===== config.mk =====
export PLATFORM = sky130hd
export DESIGN_NAME = button_conditioner
export DESIGN_NICKNAME = d
export VERILOG_FILES = /design/src/rtl/button_conditioner_pkg.sv /design/src/rtl/button_conditioner_sync_chain.sv /design/src/rtl/button_conditioner.sv
export SDC_FILE = /design/constraint.sdc
export NUM_CORES = 1
export LEC_CHECK = 0
export CORE_UTILIZATION = 55
export CTS_CLUSTER_SIZE = 30
export DETAILED_ROUTE_END_ITERATION = 6
export PLACE_DENSITY = 0.83
export SYNTH_ARGS = -nofsm -noshare
export SYNTH_HDL_FRONTEND = slang
export SYNTH_SLANG_ARGS = --single-unit

===== constraint.sdc =====
create_clock -name clk -period 2.7 [get_ports clk]
set_input_delay 0.405 -clock clk [delete_from_list [all_inputs] [get_ports clk]]
set_output_delay 0.405 -clock clk [all_outputs]
set_load 0.005 [all_outputs]

===== src/rtl/button_conditioner_pkg.sv =====
// Shared constants and helpers for the button conditioner.
// Holds the default timing constants and the per-channel counter action
// encoding used by the debouncer.
package button_conditioner_pkg;

  localparam int BTN_SAMPLE_CNT_MAX_DEFAULT = 25000;
  localparam int BTN_PULSE_CNT_MAX_DEFAULT  = 150;
  localparam int BTN_SYNC_STAGES_MIN        = 2;

  // What a channel's debounce counter does on a given cycle.
  typedef enum logic [1:0] {
    CNT_HOLD  = 2'd0,  // no sample tick: keep count and state
    CNT_CLEAR = 2'd1,  // tick, input agrees with state: restart count
    CNT_INC   = 2'd2,  // tick, input disagrees, not yet enough ticks
    CNT_FLIP  = 2'd3   // tick, input disagreed long enough: accept it
  } cnt_action_e;

  // Bits needed to hold 0..max_val-1, never less than one bit.
  function automatic int btn_cnt_width(input int max_val);
    return (max_val > 1) ? $clog2(max_val) : 1;
  endfunction

endpackage : button_conditioner_pkg


===== src/rtl/button_conditioner_sync_chain.sv =====
// sync_chain: plain N-flop synchroniser, WIDTH bits wide.
// Nothing sits between stages so the synthesis tool sees a clean chain.
// The synchronous reset clears every stage so a freshly reset conditioner
// presents 0 on sync_out until the input has propagated again.
module sync_chain
  import button_conditioner_pkg::*;
#(
  parameter int WIDTH  = 1,
  parameter int STAGES = BTN_SYNC_STAGES_MIN
) (
  input  logic             clk,
  input  logic             rst,
  input  logic [WIDTH-1:0] i_d,
  output logic [WIDTH-1:0] o_q
);

  if (STAGES < BTN_SYNC_STAGES_MIN) begin : g_bad_stages
    $error("sync_chain: STAGES must be >= %0d", BTN_SYNC_STAGES_MIN);
  end

  logic [WIDTH-1:0] r_stage [STAGES];

  // Shift the raw level through the chain, one stage per clock.
  always_ff @(posedge clk) begin
    if (rst) begin
      // NOTE: the stage array is reset element by element; an array of
      // flops gets no implicit reset, and stale stages would leak a level
      // into sync_out right after reset.
      for (int s = 0; s < STAGES; s++) r_stage[s] <= '0;
    end else begin
      // NOTE: non-blocking assignments make every stage sample the old
      // value of its predecessor; blocking ones would collapse the chain
      // into a single flop.
      r_stage[0] <= i_d;
      for (int s = 1; s < STAGES; s++) r_stage[s] <= r_stage[s-1];
    end
  end

  assign o_q = r_stage[STAGES-1];

endmodule : sync_chain


===== src/rtl/button_conditioner.sv =====
// button_conditioner: multi-channel synchroniser + debouncer + edge pulses.
// Each channel is synchronised, then only changes its debounced level after
// PULSE_CNT_MAX consecutive sample ticks that disagree with it. A shared
// timer produces one sample tick every SAMPLE_CNT_MAX cycles.
// Optional feature: define BUTTON_FALL_EDGE_EN to build the fall-edge pulse
// registers; otherwise fall_pulse is tied to zero.
module button_conditioner
  import button_conditioner_pkg::*;
#(
  parameter int WIDTH          = 1,
  parameter int SYNC_STAGES    = BTN_SYNC_STAGES_MIN,
  parameter int SAMPLE_CNT_MAX = BTN_SAMPLE_CNT_MAX_DEFAULT,
  parameter int PULSE_CNT_MAX  = BTN_PULSE_CNT_MAX_DEFAULT
) (
  input  logic             clk,
  input  logic             rst,
  input  logic [WIDTH-1:0] async_in,
  output logic [WIDTH-1:0] sync_out,
  output logic [WIDTH-1:0] debounced_out,
  output logic [WIDTH-1:0] rise_pulse,
  output logic [WIDTH-1:0] fall_pulse
);

  // Parameter legality, reported at elaboration.
  if (WIDTH < 1) begin : g_bad_width
    $error("button_conditioner: WIDTH must be >= 1");
  end
  if (SYNC_STAGES < BTN_SYNC_STAGES_MIN) begin : g_bad_sync
    $error("button_conditioner: SYNC_STAGES must be >= %0d", BTN_SYNC_STAGES_MIN);
  end
  if (SAMPLE_CNT_MAX < 1) begin : g_bad_sample
    $error("button_conditioner: SAMPLE_CNT_MAX must be >= 1");
  end
  if (PULSE_CNT_MAX < 1) begin : g_bad_pulse
    $error("button_conditioner: PULSE_CNT_MAX must be >= 1");
  end

  localparam int TIMER_W = btn_cnt_width(SAMPLE_CNT_MAX);
  localparam int CNT_W   = $clog2(PULSE_CNT_MAX + 1);

  localparam logic [TIMER_W-1:0] TIMER_LAST = TIMER_W'(SAMPLE_CNT_MAX - 1);
  // One bit wider than the counter so counter+1 never overflows the compare.
  localparam logic [CNT_W:0]     CNT_LAST   = (CNT_W+1)'(PULSE_CNT_MAX);

  logic [TIMER_W-1:0] r_timer;
  logic               w_sample_tick;

  // Synchroniser: one chain instance covers every channel.
  sync_chain #(
    .WIDTH  (WIDTH),
    .STAGES (SYNC_STAGES)
  ) u_sync (
    .clk (clk),
    .rst (rst),
    .i_d (async_in),
    .o_q (sync_out)
  );

  // Tick on the last count so SAMPLE_CNT_MAX=1 ticks every cycle.
  assign w_sample_tick = (r_timer == TIMER_LAST);

  // Shared sample timer: counts 0..SAMPLE_CNT_MAX-1 and wraps.
  always_ff @(posedge clk) begin
    if (rst)                r_timer <= '0;
    else if (w_sample_tick) r_timer <= '0;
    else                    r_timer <= r_timer + TIMER_W'(1);
  end

  for (genvar i = 0; i < WIDTH; i++) begin : g_ch
    logic [CNT_W-1:0] r_cnt;
    logic             r_deb;
    logic             r_rise;
    logic [CNT_W:0]   w_cnt_inc;
    cnt_action_e      w_action;

    assign w_cnt_inc = {1'b0, r_cnt} + (CNT_W+1)'(1);

    // Decide what this channel's counter does this cycle.
    always_comb begin
      // NOTE: default first so every path assigns w_action; a missing
      // branch would otherwise infer a latch.
      w_action = CNT_HOLD;
      if (w_sample_tick) begin
        if (sync_out[i] == r_deb)    w_action = CNT_CLEAR;
        else if (w_cnt_inc == CNT_LAST) w_action = CNT_FLIP;
        else                         w_action = CNT_INC;
      end
    end

    // Debounce counter, accepted level and registered rise pulse.
    always_ff @(posedge clk) begin
      if (rst) begin
        r_cnt  <= '0;
        r_deb  <= 1'b0;
        r_rise <= 1'b0;
      end else begin
        // The pulse is set on the same edge the level flips, so it is high
        // in exactly the first cycle of the new level.
        r_rise <= (w_action == CNT_FLIP) && sync_out[i];
        unique case (w_action)
          CNT_CLEAR: r_cnt <= '0;
          CNT_INC:   r_cnt <= w_cnt_inc[CNT_W-1:0];
          CNT_FLIP: begin
            r_cnt <= '0;
            r_deb <= sync_out[i];
          end
          default:   ;  // CNT_HOLD: count and state stay put
        endcase
      end
    end

    assign debounced_out[i] = r_deb;
    assign rise_pulse[i]    = r_rise;

`ifdef BUTTON_FALL_EDGE_EN
    logic r_fall;

    // Registered fall pulse, aligned with the 1->0 flip of the level.
    always_ff @(posedge clk) begin
      if (rst) r_fall <= 1'b0;
      else     r_fall <= (w_action == CNT_FLIP) && !sync_out[i];
    end

    assign fall_pulse[i] = r_fall;
`endif
  end : g_ch

`ifndef BUTTON_FALL_EDGE_EN
  // Fall detection not built: the port stays for a fixed interface.
  assign fall_pulse = {WIDTH{1'b0}};
`endif

endmodule : button_conditioner


==> results_dict.tcl <==
set metrics [dict create \
    die_w_um 50.2 \
    fin_nets 160 \
    die_y_um 50.2 \
    yosys.area.top_type "dfxtp_1" \
    cts_max_level 1 \
    hold_depth 1 \
    setup-violations-final 0 \
    cp-end-kind "flip-flop" \
    dp_cells 177 \
    vias 1062 \
    ys_ff_latch 27 \
    stdcell_count 181 \
    maxCapViolCount 0 \
    synth-seq-area-share 0.422 \
    grt_pass1_vias 961 \
    min_to "r_timer[0]$_SDFF_PP0_" \
    start_util 0.579 \
    swShare 0.229 \
    pwr-share-comb 0.040 \
    cts.sinks 27 \
    required_ns 2.98 \
    clock_path_buffers 2 \
    synthAdderAreaFrac 0.0293 \
    worst_pin_slew_ns 0.561 \
    critPathMaxStageDelay_ns 0.47 \
    wl_per_cell_um 13.5 \
    clkSlewWorstSetupHoldPaths_ns 0.15 \
    period_needed_ns 1.93 \
    clockPowerShare 0.293 \
    regToRegSetupSlack_ns 0.77 \
    route.detailed.drc 0 \
    fin_crit_sh 0.715 \
    pwr-share-seq 0.667 \
    cp_max_fo 7 \
    synth_warnings 0 \
    cts_resized 0 \
    clk_latency_ns 0.33 \
    status "finished clean" \
    clock_skew_ns 0.00509 \
    min_path_type "reg -> reg" \
    synth_top_area_share 0.422 \
    muxShareOfSynthArea 0 \
    grt_pass1_wl_mm 4.03 \
    cts_buffers 3 \
    gp_congestion 0.829 \
    syn_area_um2 1280 \
    yosysMostFrequentCell "dfxtp_1" \
    synth_xor_area_frac 0.0958 \
    syn_nets 152 \
    synth_edf_count 0 \
    drv_slew 0 \
    drive_gt1_frac 0.0523 \
    synth_top_family_by_area "simple AND/OR/NAND/NOR gates" \
    rows 17 \
    place_hpwl_mm 1.73 \
    io_pins 7 \
    grt.overflow.total 0 \
    r2r_start "r_timer[0]$_SDFF_PP0_" \
    rsz0062_at_grt "no" \
    dr.pass1.iters 4 \
    io_buffers 5 \
    avgSynthCellArea_um2 8.77 \
    first_iter_violations 37 \
    p_leak_nw 0.479 \
    power.switching_mw 0.140 \
    antenna_left 0 \
    synth_commonest_cells "27 x dfxtp_1, 18 x nor2_1, 13 x nand2_1" \
    area_growth_pct 8.11 \
    coreArea_um2 2210 \
    rr_worst_depth 6 \
    post_drt_via_cell_ratio 5.87 \
    timing.rr.end "g_ch[0].r_cnt[6]$_SDFFE_PP0P_" \
    yosys.area_share.simple 0.324 \
    relSlewSlack 0.626 \
    cts_root_buffer "clkbuf_4" \
    dominantRegCellSynth "dfxtp_1" \
    p_int_mw 0.471 \
    synth_cells 146 \
    setup_tns_ns 0 \
    crit_arrival_ns 2.21 \
    cts_tree "built" \
    wl_mm 2.44 \
    cp_num_buf_inv 0 \
    cts_setup_buffers 0 \
    synthArstFlopShare 0 \
    dieArea_um2 2520 \
    fmax_mhz 518 \
    critical_path.cell_chain "ha_1, and3_1, and4_1, nand2_1, or4_1, a21oi_1" \
    ys_top_cells_by_area "dfxtp_1 42%, xor2_1 6.2%, nor2_1 5.3%" \
    holdCritStartpoint "r_timer[0]$_SDFF_PP0_" \
    start_kind "flip-flop" \
    synth-compound-area-share 0.102 \
    antenna_cells 0 \
    ir_drop_uv 359 \
    grt_usage 0.211 \
    finalHoldViolCount 0 \
    worstSetupPathType "reg -> reg" \
    powerDensity_nw_per_um2 441 \
    cp_slowest_cell "or4_1" \
    crit_family "simple AND/OR/NAND/NOR gates" \
    ctsHoldBuffers 0 \
    antenna_found_initial 0 \
    grt_max_degree 16 \
    synth.distinct_cells 35 \
]
placed cells by master (no fill, tap or decap), types with 2 or more instances in the layout:
master,count
a21oi_1,8
nand4_1,4
inv_1,2
o211ai_1,2
buf_4,2
xnor2_1,5
nor3b_1,2
nand3b_1,2
nor2_1,18
nand2_1,13
dfxtp_1,27
nand4b_1,2
xor2_1,9
clkbuf_4,3
and3_1,4
o21ai_0,5
and4_1,4
or3_1,4
nor2b_1,5
ha_1,3
a31oi_1,2
clkdlybuf4s50_1,5
nand3_1,8
nand2b_1,2
power by group through the flow:
| stage | Combinational, mW | Sequential, mW | Clock (mW) |
|---|---|---|---|
| 2_1_floorplan | 0.0162 | 0.415 | 0 |
| 3_3_place_gp | 0.0233 | 0.416 | 0 |
| 3_5_place_dp | 0.0245 | 0.416 | 0 |
| 4_1_cts | 0.0246 | 0.408 | 0.187 |
| 5_1_grt | 0.0275 | 0.409 | 0.197 |
| 6_report | 0.0242 | 0.408 | 0.179 |
registers in the layout, summed over array words and instances (netlist names):
register	flops
r_timer	15
debounced_out	1
u_sync.r_stage	2
rise_pulse	1
g_ch.r_cnt	8
routing by layer:
layer | routed length [um] | vias up | global-route usage | share of wire
li1 | - | 540 | - | -
met1 | 1060 | 479 | 0.231 | 0.43
met2 | 1230 | 39 | 0.373 | 0.50
met3 | 133 | 4 | 0.0576 | 0.055
met4 | 17 | 0 | 0.0952 | 0.0070
met5 | 0 | - | 0 | 0
final cells by class:
type,count,area [um^2]
multi-input combinational,113,708
fill,204,828
timing repair buffer,7,65.1
inverter,2,7.51
clock buffer,3,22.5
clock inverter,1,5.00
tap,28,35.0
sequential,27,541
cell families after synthesis:
| kind of cell | after synthesis |
|---|---|
| AOI/OAI and AO/OA | 21 |
| DFF | 27 |
| other | 1 |
| buffers and inverters | 6 |
| and+or+nand+nor | 74 |
| adders and majority gates | 3 |
| xor gates and xnor gates | 14 |
how the worst max path moves through the flow:
stage / from / endpoint / slack, ns / cells past startpoint
2_1_floorplan: r_timer[0]$_SDFF_PP0_ / g_ch[0].r_cnt[6]$_SDFFE_PP0P_ / 0.98 / 7
3_3_place_gp: r_timer[0]$_SDFF_PP0_ / g_ch[0].r_cnt[6]$_SDFFE_PP0P_ / 0.88 / 6
3_5_place_dp: r_timer[0]$_SDFF_PP0_ / r_timer[2]$_SDFF_PP0_ / 0.80 / 5
4_1_cts: r_timer[0]$_SDFF_PP0_ / g_ch[0].r_cnt[6]$_SDFFE_PP0P_ / 0.78 / 6
5_1_grt: r_timer[0]$_SDFF_PP0_ / r_timer[4]$_SDFF_PP0_ / 0.57 / 5
6_report: r_timer[0]$_SDFF_PP0_ / g_ch[0].r_cnt[6]$_SDFFE_PP0P_ / 0.77 / 6
worst reg2reg max path: cells and delay by family, from the launching register on:
| kind | cells | cell delay, ns |
|---|---|---|
| compound gates | 1 | 0.14 |
| simple gates | 4 | 1.15 |
| fa+ha+maj | 1 | 0.21 |
| flops | 1 | 0.38 |
per-stage QoR:
stage,power (mW),cell area [um^2],util,hold WS [ns],worst slack [ns]
after floorplan,0.432,1280,-,0.414,0.984
after global routing,0.634,1380,0.626,0.476,0.573
after detailed placement,0.441,1360,0.613,0.443,0.799
after CTS,0.619,1380,0.626,0.463,0.783
final,0.611,1380,0.626,0.456,0.770
after global placement,0.439,1360,0.613,0.421,0.878
Power figures use the tool's default switching activity.
